--- src/rtl/vga_pattern_cmd_ctrl_if.sv ---
// rtl/vga_pattern_cmd_ctrl_if.sv - UART RX/TX byte handshake bundle for the pattern command controller
interface vga_pattern_cmd_ctrl_if;
  logic       i_RX_DV;
  logic [7:0] i_RX_Byte;
  logic       i_TX_Active;
  logic       o_TX_DV;
  logic [7:0] o_TX_Byte;

  modport slave  (input  i_RX_DV, i_RX_Byte, i_TX_Active, output o_TX_DV, o_TX_Byte);
  modport master (output i_RX_DV, i_RX_Byte, i_TX_Active, input  o_TX_DV, o_TX_Byte);
endinterface

--- src/rtl/vga_pattern_cmd_ctrl.sv ---
// rtl/vga_pattern_cmd_ctrl.sv - UART command parser with frame-synchronous pattern/colour registers
// Optional one-byte legacy pattern commands: VGA_PATTERN_CMD_LEGACY_EN.
module vga_pattern_cmd_ctrl #(
  parameter int         VIDEO_WIDTH  = 3,
  parameter int         NUM_PATTERNS = 8,
  parameter int         TIMEOUT_CLKS = 25000000,
  parameter logic [7:0] ACK_BYTE     = 8'h06,
  parameter logic [7:0] NAK_BYTE     = 8'h15
) (
  input  logic                   i_Clk,
  input  logic                   i_Rst_L,
  vga_pattern_cmd_ctrl_if.slave  uart,
  input  logic                   i_Frame_Start,
  output logic [3:0]             o_Pattern,
  output logic [VIDEO_WIDTH-1:0] o_Solid_Red,
  output logic [VIDEO_WIDTH-1:0] o_Solid_Grn,
  output logic [VIDEO_WIDTH-1:0] o_Solid_Blu,
  output logic [7:0]             o_Cmd_Err_Count
);

  localparam logic [7:0]      CMD_PAT = 8'h50;
  localparam logic [7:0]      CMD_COL = 8'h43;
  localparam int              TO_W    = (TIMEOUT_CLKS > 2) ? $clog2(TIMEOUT_CLKS) : 1;
  localparam logic [TO_W-1:0] TO_LAST = TO_W'(TIMEOUT_CLKS - 1);
  localparam logic [4:0]      NPAT    = 5'(NUM_PATTERNS);

  typedef enum logic [2:0] {S_IDLE, S_GET_PAT, S_GET_R, S_GET_G, S_GET_B} state_t;

  state_t                 r_state, w_next;
  logic [TO_W-1:0]        r_to_cnt;
  logic [VIDEO_WIDTH-1:0] r_cap_r, r_cap_g;
  logic [3:0]             r_pend_pat, r_pattern;
  logic [VIDEO_WIDTH-1:0] r_pend_r, r_pend_g, r_pend_b;
  logic [VIDEO_WIDTH-1:0] r_red, r_grn, r_blu;
  logic                   r_resp_pend, r_tx_dv;
  logic [7:0]             r_resp_byte, r_tx_byte, r_err_cnt;

  logic                   w_timeout, w_idx_ok, w_ack, w_nak, w_launch;
  logic                   w_commit_pat, w_commit_col, w_cap_r, w_cap_g;
  logic [VIDEO_WIDTH-1:0] w_chan;

  // A byte arriving on the expiry clock wins over the timeout.
  assign w_timeout = (r_state != S_IDLE) && !uart.i_RX_DV && (r_to_cnt == TO_LAST);
  assign w_idx_ok  = (uart.i_RX_Byte[7:4] == 4'h0) && ({1'b0, uart.i_RX_Byte[3:0]} < NPAT);
  assign w_chan    = uart.i_RX_Byte[7 -: VIDEO_WIDTH];

  always_ff @(posedge i_Clk or negedge i_Rst_L) begin
    if (!i_Rst_L) r_state <= S_IDLE;
    else          r_state <= w_next;
  end

  always_comb begin
    w_next       = r_state;
    w_ack        = 1'b0;
    w_nak        = 1'b0;
    w_commit_pat = 1'b0;
    w_commit_col = 1'b0;
    w_cap_r      = 1'b0;
    w_cap_g      = 1'b0;
    if (w_timeout) begin
      w_next = S_IDLE;
      w_nak  = 1'b1;
    end else if (uart.i_RX_DV) begin
      case (r_state)
        S_IDLE: begin
          if (uart.i_RX_Byte == CMD_PAT)      w_next = S_GET_PAT;
          else if (uart.i_RX_Byte == CMD_COL) w_next = S_GET_R;
`ifdef VGA_PATTERN_CMD_LEGACY_EN
          else if (w_idx_ok) begin
            w_commit_pat = 1'b1;
            w_ack        = 1'b1;
          end
`endif
          else                                w_nak  = 1'b1;
        end
        S_GET_PAT: begin
          w_next       = S_IDLE;
          w_commit_pat = w_idx_ok;
          w_ack        = w_idx_ok;
          w_nak        = !w_idx_ok;
        end
        S_GET_R: begin
          w_cap_r = 1'b1;
          w_next  = S_GET_G;
        end
        S_GET_G: begin
          w_cap_g = 1'b1;
          w_next  = S_GET_B;
        end
        S_GET_B: begin
          w_commit_col = 1'b1;
          w_ack        = 1'b1;
          w_next       = S_IDLE;
        end
        default: w_next = S_IDLE;
      endcase
    end
  end

  always_ff @(posedge i_Clk or negedge i_Rst_L) begin
    if (!i_Rst_L)                                             r_to_cnt <= '0;
    else if (uart.i_RX_DV || r_state == S_IDLE || w_timeout) r_to_cnt <= '0;
    else                                                      r_to_cnt <= r_to_cnt + 1'b1;
  end

  always_ff @(posedge i_Clk or negedge i_Rst_L) begin
    if (!i_Rst_L) begin
      r_cap_r    <= '0;
      r_cap_g    <= '0;
      r_pend_pat <= '0;
      r_pend_r   <= '0;
      r_pend_g   <= '0;
      r_pend_b   <= '0;
    end else begin
      if (w_cap_r)      r_cap_r    <= w_chan;
      if (w_cap_g)      r_cap_g    <= w_chan;
      if (w_commit_pat) r_pend_pat <= uart.i_RX_Byte[3:0];
      if (w_commit_col) begin
        r_pend_r <= r_cap_r;
        r_pend_g <= r_cap_g;
        r_pend_b <= w_chan;
      end
    end
  end

  // Active registers sample the pending set as it stood before this edge,
  // so a same-cycle commit waits for the following frame.
  always_ff @(posedge i_Clk or negedge i_Rst_L) begin
    if (!i_Rst_L) begin
      r_pattern <= '0;
      r_red     <= '0;
      r_grn     <= '0;
      r_blu     <= '0;
    end else if (i_Frame_Start) begin
      r_pattern <= r_pend_pat;
      r_red     <= r_pend_r;
      r_grn     <= r_pend_g;
      r_blu     <= r_pend_b;
    end
  end

  assign w_launch = r_resp_pend && !uart.i_TX_Active && !r_tx_dv;

  always_ff @(posedge i_Clk or negedge i_Rst_L) begin
    if (!i_Rst_L) begin
      r_resp_pend <= 1'b0;
      r_resp_byte <= '0;
      r_tx_dv     <= 1'b0;
      r_tx_byte   <= '0;
      r_err_cnt   <= '0;
    end else begin
      r_tx_dv <= w_launch;
      if (w_launch) r_tx_byte <= r_resp_byte;
      if (w_ack || w_nak) begin
        r_resp_pend <= 1'b1;
        r_resp_byte <= w_ack ? ACK_BYTE : NAK_BYTE;
      end else if (w_launch) begin
        r_resp_pend <= 1'b0;
      end
      if (w_nak && r_err_cnt != 8'hFF) r_err_cnt <= r_err_cnt + 8'd1;
    end
  end

  assign uart.o_TX_DV    = r_tx_dv;
  assign uart.o_TX_Byte  = r_tx_byte;
  assign o_Pattern       = r_pattern;
  assign o_Solid_Red     = r_red;
  assign o_Solid_Grn     = r_grn;
  assign o_Solid_Blu     = r_blu;
  assign o_Cmd_Err_Count = r_err_cnt;

endmodule

--- src/flat_wrapper.sv ---
// flat-port wrapper written by rule: the top's interface ports become plain ports
module vga_pattern_cmd_ctrl_flat 
#(
  parameter int         VIDEO_WIDTH  = 3,
  parameter int         NUM_PATTERNS = 8,
  parameter int         TIMEOUT_CLKS = 25000000,
  parameter logic [7:0] ACK_BYTE     = 8'h06,
  parameter logic [7:0] NAK_BYTE     = 8'h15
)
  (i_Clk, i_Rst_L, i_Frame_Start, o_Pattern, o_Solid_Red, o_Solid_Grn, o_Solid_Blu, o_Cmd_Err_Count, uart_i_RX_DV, uart_i_RX_Byte, uart_i_TX_Active, uart_o_TX_DV, uart_o_TX_Byte);
  vga_pattern_cmd_ctrl_if uart_i ();
  input  logic i_Clk;
  input  logic i_Rst_L;
  input  logic i_Frame_Start;
  output logic [3:0] o_Pattern;
  output logic [VIDEO_WIDTH-1:0] o_Solid_Red;
  output logic [VIDEO_WIDTH-1:0] o_Solid_Grn;
  output logic [VIDEO_WIDTH-1:0] o_Solid_Blu;
  output logic [7:0] o_Cmd_Err_Count;
  input wire logic [$bits(uart_i.i_RX_DV)-1:0] uart_i_RX_DV;
  input wire logic [$bits(uart_i.i_RX_Byte)-1:0] uart_i_RX_Byte;
  input wire logic [$bits(uart_i.i_TX_Active)-1:0] uart_i_TX_Active;
  output wire logic [$bits(uart_i.o_TX_DV)-1:0] uart_o_TX_DV;
  output wire logic [$bits(uart_i.o_TX_Byte)-1:0] uart_o_TX_Byte;
  assign uart_i.i_RX_DV = uart_i_RX_DV;
  assign uart_i.i_RX_Byte = uart_i_RX_Byte;
  assign uart_i.i_TX_Active = uart_i_TX_Active;
  assign uart_o_TX_DV = uart_i.o_TX_DV;
  assign uart_o_TX_Byte = uart_i.o_TX_Byte;
  vga_pattern_cmd_ctrl #(.VIDEO_WIDTH(VIDEO_WIDTH), .NUM_PATTERNS(NUM_PATTERNS), .TIMEOUT_CLKS(TIMEOUT_CLKS), .ACK_BYTE(ACK_BYTE), .NAK_BYTE(NAK_BYTE)) u_core (.i_Clk(i_Clk), .i_Rst_L(i_Rst_L), .uart(uart_i), .i_Frame_Start(i_Frame_Start), .o_Pattern(o_Pattern), .o_Solid_Red(o_Solid_Red), .o_Solid_Grn(o_Solid_Grn), .o_Solid_Blu(o_Solid_Blu), .o_Cmd_Err_Count(o_Cmd_Err_Count));
endmodule
--- config.mk ---
export PLATFORM = sky130hd
export DESIGN_NAME = vga_pattern_cmd_ctrl_flat
export DESIGN_NICKNAME = d
export VERILOG_FILES = /design/src/rtl/vga_pattern_cmd_ctrl_if.sv /design/src/rtl/vga_pattern_cmd_ctrl.sv /design/src/flat_wrapper.sv
export SDC_FILE = /design/constraint.sdc
export NUM_CORES = 1
export LEC_CHECK = 0
export BUFFER_PORTS_ARGS = -buffer_cell sky130_fd_sc_hd__buf_2
export CORE_AREA = 3 3 82 84
export DETAILED_ROUTE_END_ITERATION = 8
export DIE_AREA = 0 0 85 87
export GPL_TIMING_DRIVEN = 0
export PLACE_DENSITY = 0.73
export REMOVE_ABC_BUFFERS = 1
export SLEW_MARGIN = 25
export SYNTH_ARGS = -nofsm -noshare
export SYNTH_HDL_FRONTEND = slang
export SYNTH_SLANG_ARGS = --single-unit
--- constraint.sdc ---
create_clock -name i_Clk -period 2.5 [get_ports i_Clk]
set_input_delay 0.125 -clock i_Clk [delete_from_list [all_inputs] [get_ports i_Clk]]
set_output_delay 0.125 -clock i_Clk [all_outputs]
set_load 0.02 [all_outputs]
[Word-level counts from Yosys, hierarchy flattened]
Cells that the tools add are included.
Word-level totals
  register bits after elaboration: 86
  bits of input ports: 13
  word-level logic and storage cells: 77
Operators by class
  add/sub/neg operators: 2
  magnitude comparators: 1
  equal/unequal tests: 9
  multiplexer cells: 29
  reduce and logical (&&, ||, !) cells: 19
Operators by type and width (count)
  $add A25 B1 Y25 const B: 1
  $eq A25 B25 Y1 const B: 1
  $mux W25: 1
  $mux W1: 20
  $eq A8 B7 Y1 const B: 2
  $mux W3: 4
  $pmux W3 S3: 1
  $add A8 B1 Y8 const B: 1
  $ne A8 B8 Y1 const B: 1
  $eq A3 B2 Y1 const B: 2
  $logic_and A1 B1 Y1: 6
  $mux W5: 1
  $logic_not A1 Y1: 4
  $logic_not A4 Y1: 1
  $lt A4 B4 Y1 const B: 1
  $ne A4 B1 Y1 const B: 1
  $pmux W1 S2: 2
  $reduce_bool A2 Y1: 2
  $eq A3 B1 Y1 const B: 1
  $eq A3 B3 Y1 const B: 1
  $logic_not A3 Y1: 1
  $logic_or A1 B1 Y1: 3
  $reduce_bool A3 Y1: 1
  $reduce_and A2 Y1: 1

[Longest topological paths before layout]
Gate-level depths: netlist of run 1.
  depth in word-level cells: 8
  mapped depth: 8

[Worst setup path before layout of run 1]
OpenSTA, ideal clock, no wires.
  path kind: flip-flop to flip-flop
  from: reg u_core.r_to_cnt[6]
  to: reg u_core.r_err_cnt[5] (netlist: u_core.o_Cmd_Err_Count[5])
  arrival time: 2.038 ns
  slack: 0.333 ns
  stages on the path, launching flop included: 7
  path buffers: 1
  clock period less this slack: 2.167 ns
  cells stage by stage: dfrtp_1 > or4_1 > or4_4 > nor3_4 > buf_6 > o2111ai_1 > xnor2_1
Between the ends
  longest elaborated chain between the ends: 4
RTL lines
  from (decl): line vga_pattern_cmd_ctrl.sv:30  | logic [TO_W-1:0] r_to_cnt;
  from (signal assigned): line vga_pattern_cmd_ctrl.sv:103  | else r_to_cnt <= r_to_cnt + 1'b1;
  $eq A25 B25 Y1: line vga_pattern_cmd_ctrl.sv:43  | assign w_timeout = (r_state != S_IDLE) && !uart.i_RX_DV && (r_to_cnt == TO_LAST);
  $logic_and A1 B1 Y1: line vga_pattern_cmd_ctrl.sv:43
  $mux W1: line vga_pattern_cmd_ctrl.sv:60  | if (w_timeout) begin
  $logic_and A1 B1 Y1: line vga_pattern_cmd_ctrl.sv:160  | if (w_nak && r_err_cnt != 8'hFF) r_err_cnt <= r_err_cnt + 8'd1;
  to (signal assigned): line vga_pattern_cmd_ctrl.sv:160
  to (decl): line vga_pattern_cmd_ctrl.sv:36  | logic [7:0] r_resp_byte, r_tx_byte, r_err_cnt;
No other way between the ends.
A chain may end at the register's enable or synchronous reset.

[Worst setup path in the final report of run 1]
Same ends and word-level chain as after synthesis.

==> results of run 1 <==
==> cell type report <==
class | count | area share (%)
multi-input cells | 191 | 36.0
inverters | 5 | 0.487
clock inverters | 7 | 1.53
clock buffers | 9 | 3.21
well taps | 75 | 2.44
flip-flops and latches | 76 | 49.4
repair buffers | 45 | 7.01
==> worst min-delay path by stage <==
stage,from,endpoint,slack (ns),depth (start not counted)
detailed placement,i_Rst_L,u_core.o_Cmd_Err_Count[7]$_DFFE_PN0P_,0.07,1
global placement,uart_i_TX_Active,u_core.uart.o_TX_DV$_DFF_PN0_,0.36,2
global route,uart_i_RX_Byte[2],u_core.r_pend_pat[2]$_DFFE_PN0P_,0.03,2
finish,uart_i_RX_Byte[0],u_core.r_pend_pat[0]$_DFFE_PN0P_,0.03,2
floorplan,i_Rst_L,u_core.o_Cmd_Err_Count[0]$_DFFE_PN0P_,-0.17,0
CTS,uart_i_RX_Byte[0],u_core.r_pend_pat[0]$_DFFE_PN0P_,0.02,2
==> cells in the final DEF (no fill, tap or decap), types with 2 or more instances in the layout <==
master	netlist	routed
dfrtp_1	76	76
buf_2	1	37
nor2_1	36	36
mux2_2	35	35
xor2_1	17	17
nand3_1	13	13
nand4_1	12	12
xnor2_1	12	12
clkbuf_8	0	9
nand2_1	6	6
inv_1	5	5
buf_4	7	5
and4_1	4	4
and2_1	4	4
nor3_1	5	4
o21ai_0	4	4
conb_1	1	4
or2_2	3	3
nand3b_1	3	3
nand2b_1	3	3
o211ai_1	3	3
inv_6	0	3
nor3b_1	2	2
nor4_2	0	2
and3_1	2	2
a21o_1	2	2
a21boi_0	2	2
o2111ai_1	2	2
ha_1	2	2
dlygate4sd3_1	0	2
==> worst max-delay path, stage by stage (launching register included) <==
cell and delay (ns):
dfrtp_1 0.44, or4_1 0.54, or4_4 0.55, nor3_4 0.26, buf_4 0.18, o2111ai_1 0.14
xnor2_1 0.15
==> metrics by stage <==
stage / setup slack (ns) / hold slack (ns) / cells / utilization [%]
floorplan: 0.199 / -0.171 / 272 / -
global placement: -0.00888 / 0.357 / 385 / 59.6
detailed placement: -0.00429 / 0.0727 / 387 / 60.6
CTS: 0.118 / 0.0170 / 408 / 64.3
global route: 0.0219 / 0.0306 / 408 / 64.3
finish: 0.120 / 0.0347 / 408 / 64.3
==> flip-flops by register name, indices dropped and copies added (netlist names) <==
name	count
u_core.o_Cmd_Err_Count	8
u_core.o_Pattern	4
u_core.o_Solid_Blu	3
u_core.o_Solid_Grn	3
u_core.o_Solid_Red	3
u_core.r_cap_g	3
u_core.r_cap_r	3
u_core.r_pend_b	3
u_core.r_pend_g	3
u_core.r_pend_pat	4
u_core.r_pend_r	3
u_core.r_resp_byte	3
u_core.r_resp_pend	1
u_core.r_state	3
u_core.r_to_cnt	25
u_core.uart.o_TX_Byte	3
u_core.uart.o_TX_DV	1
==> metal layers <==
metal / vias up / share of wire [%] / global-route usage [%]
li1: 1078 / - / -
met1: 1080 / 49 / 24.0
met2: 37 / 45 / 24.7
met3: 7 / 4.3 / 3.50
met4: 0 / 1.5 / 9.06
met5: - / 0 / 0
==> timing repair <==
| item | in CTS | in global routing |
|---|---|---|
| endpoints found under the setup margin | 1 | 0 |
| endpoints found under the hold margin | 27 | 0 |
| setup buffers | 3 | 0 |
| hold buffers | 2 | 0 |
==> logic make-up (layout without fill, tap and decap cells) <==
kind of cell | after synthesis | after routing | share of synthesized area (%)
XOR/XNOR | 29 | 29 | 7.54
flip-flops | 76 | 76 | 56.4
multiplexers | 35 | 35 | 11.7
adder cells (fa/ha/maj) | 2 | 2 | 0.743
other | 1 | 4 | 0.111
buffers and inverters | 20 | 66 | 3.27
AO/OA/AOI/OAI | 20 | 20 | 4.12
AND/OR/NAND/NOR | 101 | 101 | 16.1
==> power by group <==
part	total (W)	switching [W]	leakage (nW)	internal [W]
logic	0.000333	0.000200	0.712	0.000133
registers	0.00136	0.0000706	1.02	0.00129
clock network	0.000869	0.000491	0.0925	0.000377
total	0.00257	0.000762	1.83	0.00180
==> flow_summary_export.csv, run 1 <==
group,metric,value,unit
finish,antenna_cells,0,
synthesis,ys_seq_area_share,56.4,%
die,rows,28,
sta,period_needed,2.38,ns
global_routing,grtUsageTotal,17.0,%
clock_tree,cts_tree,"built",
setup_path,crit_arrival,2.61,ns
setup_path,timing.rr.end,"u_core.o_Cmd_Err_Count[5]$_DFFE_PN0P_",
clock_tree,htreeDepth,3,
power_and_ir_drop,leakage,1.83,nW
synthesis,netlist_top_cells_area,"dfrtp_1 (56%), mux2_2 (12%), xor2_1 (4.4%)",
sta,slew_viol_final,0,
placed_design,place_area,3630,um^2
sta,fmax,420,MHz
setup_path,critPathMaxFanout,6,
synthesis,synth_top_area_share,56.4,%
routing,viasPerCell,5.40,
global_routing,grt_pass1_vias,2113,
placed_design,port_buffers,38,
routing,drtIter0Drc,103,
synthesis,netlist_instances,284,
routing,wl_per_cell,13.9,um
finish,final-seq-area,1900,um^2
synthesis,synthTopCellsByCount,"dfrtp_1 (76), nor2_1 (36), mux2_2 (35), xor2_1 (17), nand3_1 (13)",
synthesis,yosys.area.top_type,"dfrtp_1",
global_routing,antenna_found_initial,0,
synthesis,yosys_most_used_dff,"dfrtp_1",
routing,num_vias,2202,
sta,slew_headroom,49.8,%
die,initial_core_util,56.2,%
global_routing,grt_overflow,0,
finish,layout-drive-gt1-share,30.9,%
routing,wirelength,5.67,mm
routing,drc,0,
synthesis,syn_area,3370,um^2
sta,fin_tns_setup,0,ns
die,die_h,87,um
synthesis,synth.most_common_cell,"dfrtp_1",
worst_hold_path,hp-class,"in -> reg",
die,num_io_pins,43,
clock_tree,clkTransAtPathRegs,0.08,ns
clock_tree,cts_buffers,9,
die,core,5990,um^2
setup_path,r2r_slack,0.12,ns
placed_design,dp.final_hpwl,3.91,mm
outcome,status,"finished clean",
placed_design,place_congestion,0.769,
finish,areaGrowthSynthToFinish,14.4,%
synthesis,synthArstFlopShare,100,%
synthesis,ys_seq_elements,76,
synthesis,synth_edf_count,0,
die,die_x,85,um
finish,final_area,3850,um^2
finish,num-nets-final,343,
setup_path,start_kind,"flop",
synthesis,syn_area_per_cell,11.9,um^2
routing,ant_nets,0,
clock_tree,cts-resized-gates,0,
global_routing,grt_pass1_wl,9.88,mm
job,maxCapViolations,0,
setup_path,critPathRequiredTime,2.73,ns
clock_tree,cts_sinks,76,
routing,first_pass_iters,5,
sta,fin_crit_sh,95.2,%
power_and_ir_drop,total_power,0.00257,W
setup_path,r2r_start,"u_core.r_to_cnt[6]$_DFF_PN0_",
setup_path,r2r_cells,6,
sta,tightest_slew,0.746,ns
power_and_ir_drop,ir_drop,0.456,mV
setup_path,criticalPathCategory,"reg -> reg",
synthesis,synth.distinct_cells,43,
sta,grt_setup_unrepaired,"no",
clock_tree,clock_latency,0.35,ns
setup_path,critPathCapture,"u_core.o_Cmd_Err_Count[5]$_DFFE_PN0P_",
setup_path,end_kind,"flop",
global_routing,grt_max_degree,51,
finish,fillers,483,
synthesis,ys_warn_count,0,
sta,hold_viol,0,
clock_tree,cts_max_path_buffers,2,
die,die-area,7400,um^2
clock_tree,clockRootBuffer,"clkbuf_8",
setup_path,crit_path_start,"u_core.r_to_cnt[6]$_DFF_PN0_",
finish,multiInputGateArea,1390,um^2
power_and_ir_drop,power_density,666,nW/um^2
sta,setup_viol,0,
sta,fin_skew,0.00741,ns
Note: power is estimated with default switching activity, not from simulation.
==> inputs of run 2 (changes only) <==
--- a/config.mk
+++ b/config.mk
@@ -6,11 +6,11 @@
 export NUM_CORES = 1
 export LEC_CHECK = 0
 export BUFFER_PORTS_ARGS = -buffer_cell sky130_fd_sc_hd__buf_2
-export CORE_AREA = 3 3 82 84
+export CORE_AREA = 3 3 83 85
 export DETAILED_ROUTE_END_ITERATION = 8
-export DIE_AREA = 0 0 85 87
+export DIE_AREA = 0 0 86 88
 export GPL_TIMING_DRIVEN = 0
-export PLACE_DENSITY = 0.73
+export PLACE_DENSITY = 0.71
 export REMOVE_ABC_BUFFERS = 1
 export SLEW_MARGIN = 25
 export SYNTH_ARGS = -nofsm -noshare
==> run 2 against run 1 <==
  * Clock power grew 5.9%
  * Final area grew 0.49%
  * Sequential power is essentially flat
  * Global-route usage grew 0.38 points
  * Worst hold slack is essentially flat
  * Die area grew 2.3%
  * Critical endpoint is now u_core.o_Cmd_Err_Count[1]$_DFFE_PN0P_
==> flow_summary_export.csv, run 2 (same netlist as run 1, synthesis figures left out) <==
group,metric,value,unit
sta,setup_ws,0.120,ns
power_and_ir_drop,pwr-share-comb,12.7,%
die,core,6280,um^2
routing,drtIter0Drc,87,
setup_path,end_kind,"flop",
clock_tree,clockRootBuffer,"clkbuf_8",
sta,grt_setup_unrepaired,"no",
routing,viasPerCell,5.42,
die,die_h,88,um
routing,ant_nets,0,
finish,num-nets-final,343,
placed_design,dp.final_hpwl,4.02,mm
clock_tree,cts_tree,"built",
routing,num_vias,2224,
sta,slew_viol_final,0,
power_and_ir_drop,p_sw,0.000729,W
die,num_io_pins,43,
sta,fin_tns_setup,0,ns
setup_path,critPathMaxFanout,9,
power_and_ir_drop,p_int,0.00189,W
power_and_ir_drop,switching_share,27.9,%
clock_tree,cts_max_path_buffers,2,
setup_path,cpLargestDelayFamily,"simple AND/OR/NAND/NOR gates",
global_routing,grt_overflow,0,
setup_path,critical_path.slowest_cell,"or4_4",
finish,largest_register_ffs,25,
global_routing,antenna_found_initial,0,
sta,fmax,420,MHz
sta,hold_viol,0,
power_and_ir_drop,power_density,675,nW/um^2
setup_path,cp.buffers_inverters,1,
global_routing,grtUsageTotal,17.3,%
routing,wirelength,5.87,mm
finish,mostFrequentLayoutCells,"dfrtp_1 (75), buf_2 (37), nor2_1 (36)",
placed_design,place_area,3620,um^2
placed_design,post-place-ws,-0.0326,ns
die,die-area,7570,um^2
die,initial_core_util,53.7,%
outcome,status,"finished clean",
setup_path,start_kind,"flop",
die,rows,29,
clock_tree,clock_latency,0.34,ns
routing,first_pass_iters,4,
setup_path,crit_arrival,2.61,ns
power_and_ir_drop,leakage,1.83,nW
sta,setup_viol,0,
setup_path,cp_cell_sequence,"or4_1, or4_4, nor3_4, buf_12, o21ai_1, mux2_2",
setup_path,criticalPathCategory,"reg -> reg",
global_routing,grt_pass1_vias,2225,
finish,regMostFlops,"u_core.r_to_cnt",
finish,layout_commonest_cell,"dfrtp_1",
clock_tree,cts_buffers,9,
global_routing,grt_pass1_wl,10.3,mm
sta,tightest_slew,0.744,ns
finish,fin_util,61.7,%
global_routing,grt_max_degree,43,
routing,wl_per_cell,14.3,um
job,maxCapViolations,0,
placed_design,port_buffers,38,
finish,final_area,3870,um^2
die,die_x,86,um
clock_tree,clkTransAtPathRegs,0.08,ns
clock_tree,cts_sinks,76,
finish,areaGrowthSynthToFinish,14.9,%
placed_design,place_congestion,0.723,
sta,fin_crit_sh,95.2,%
setup_path,crit_path_max_incr_delay,0.55,ns
setup_path,critPathRequiredTime,2.73,ns
power_and_ir_drop,seqPwrFrac,52.1,%
sta,whs,0.0343,ns
finish,antenna_cells,0,
finish,fillers,520,
worst_hold_path,hp-class,"in -> reg",
power_and_ir_drop,ir_drop,0.466,mV
finish,layout-drive-gt1-share,30.9,%
sta,slew_headroom,50.0,%
power_and_ir_drop,power.share.clock,35.2,%
sta,fin_skew,0.00688,ns
routing,drc,0,
sta,period_needed,2.38,ns
clock_tree,htreeDepth,3,
-- run 2: path summary, 6_finish.rpt --
| path | cells after the start | from | slack [ns] | endpoint |
|---|---|---|---|---|
| max in group asynchronous | 3 | i_Rst_L | 1.64 | u_core.r_to_cnt[6]$_DFF_PN0_ |
| worst min register to register | 1 | u_core.r_resp_byte[2]$_DFFE_PN0P_ | 0.48 | u_core.r_resp_byte[2]$_DFFE_PN0P_ |
| worst max-delay path | 6 | u_core.r_to_cnt[6]$_DFF_PN0_ | 0.12 | u_core.o_Cmd_Err_Count[1]$_DFFE_PN0P_ |
| min in group asynchronous | 2 | i_Rst_L | 0.27 | u_core.o_Cmd_Err_Count[0]$_DFFE_PN0P_ |
| worst min-delay path | 2 | uart_i_RX_Byte[2] | 0.03 | u_core.r_pend_pat[2]$_DFFE_PN0P_ |
| worst max register to register | 6 | u_core.r_to_cnt[6]$_DFF_PN0_ | 0.12 | u_core.o_Cmd_Err_Count[1]$_DFFE_PN0P_ |
-- run 2: power by group through the flow --
stage	Clock (W)	Combinational (W)	Sequential [W]
final	0.000920	0.000332	0.00136
after CTS	0.000942	0.000339	0.00136
after global routing	0.000992	0.000368	0.00137
after floorplan	0	0.000135	0.00145
after detailed placement	0	0.000336	0.00139
after global placement	0	0.000323	0.00138
-- run 2: what timing repair did --
item / CTS / global route
buffers inserted: 3 / 0
setup endpoints to repair: 1 / 9
gates cloned: 0 / 0
endpoints found under the hold margin: 35 / 0
hold buffers: 2 / 0
resized for setup: 0 / 1
pin swaps: 1 / 1
-- run 2: routing by layer --
| metal | track usage, % | share of wire (%) | up-vias |
|---|---|---|---|
| met5 | 0 | 0 | - |
| met4 | 8.63 | 1.6 | 0 |
| met3 | 3.95 | 4.1 | 8 |
| met2 | 26.5 | 46 | 34 |
| met1 | 23.4 | 49 | 1115 |
| li1 | - | - | 1067 |
-- run 2: cell type report --
class | count | area (um^2) | area share (%)
sequential | 76 | 1900 | 49.1
multi-input combinational | 191 | 1390 | 35.8
timing repair buffer | 45 | 275 | 7.11
clock buffer | 10 | 128 | 3.30
tap | 77 | 96.3 | 2.49
clock inverter | 6 | 65.1 | 1.68
inverter | 5 | 18.8 | 0.485
-- run 2: stage by stage --
stage                     instances  total power, W
after floorplan                 272         0.00158
after global placement          387         0.00171
after detailed placement        389         0.00172
after CTS                       410         0.00264
after global routing            410         0.00273
final                           410         0.00261
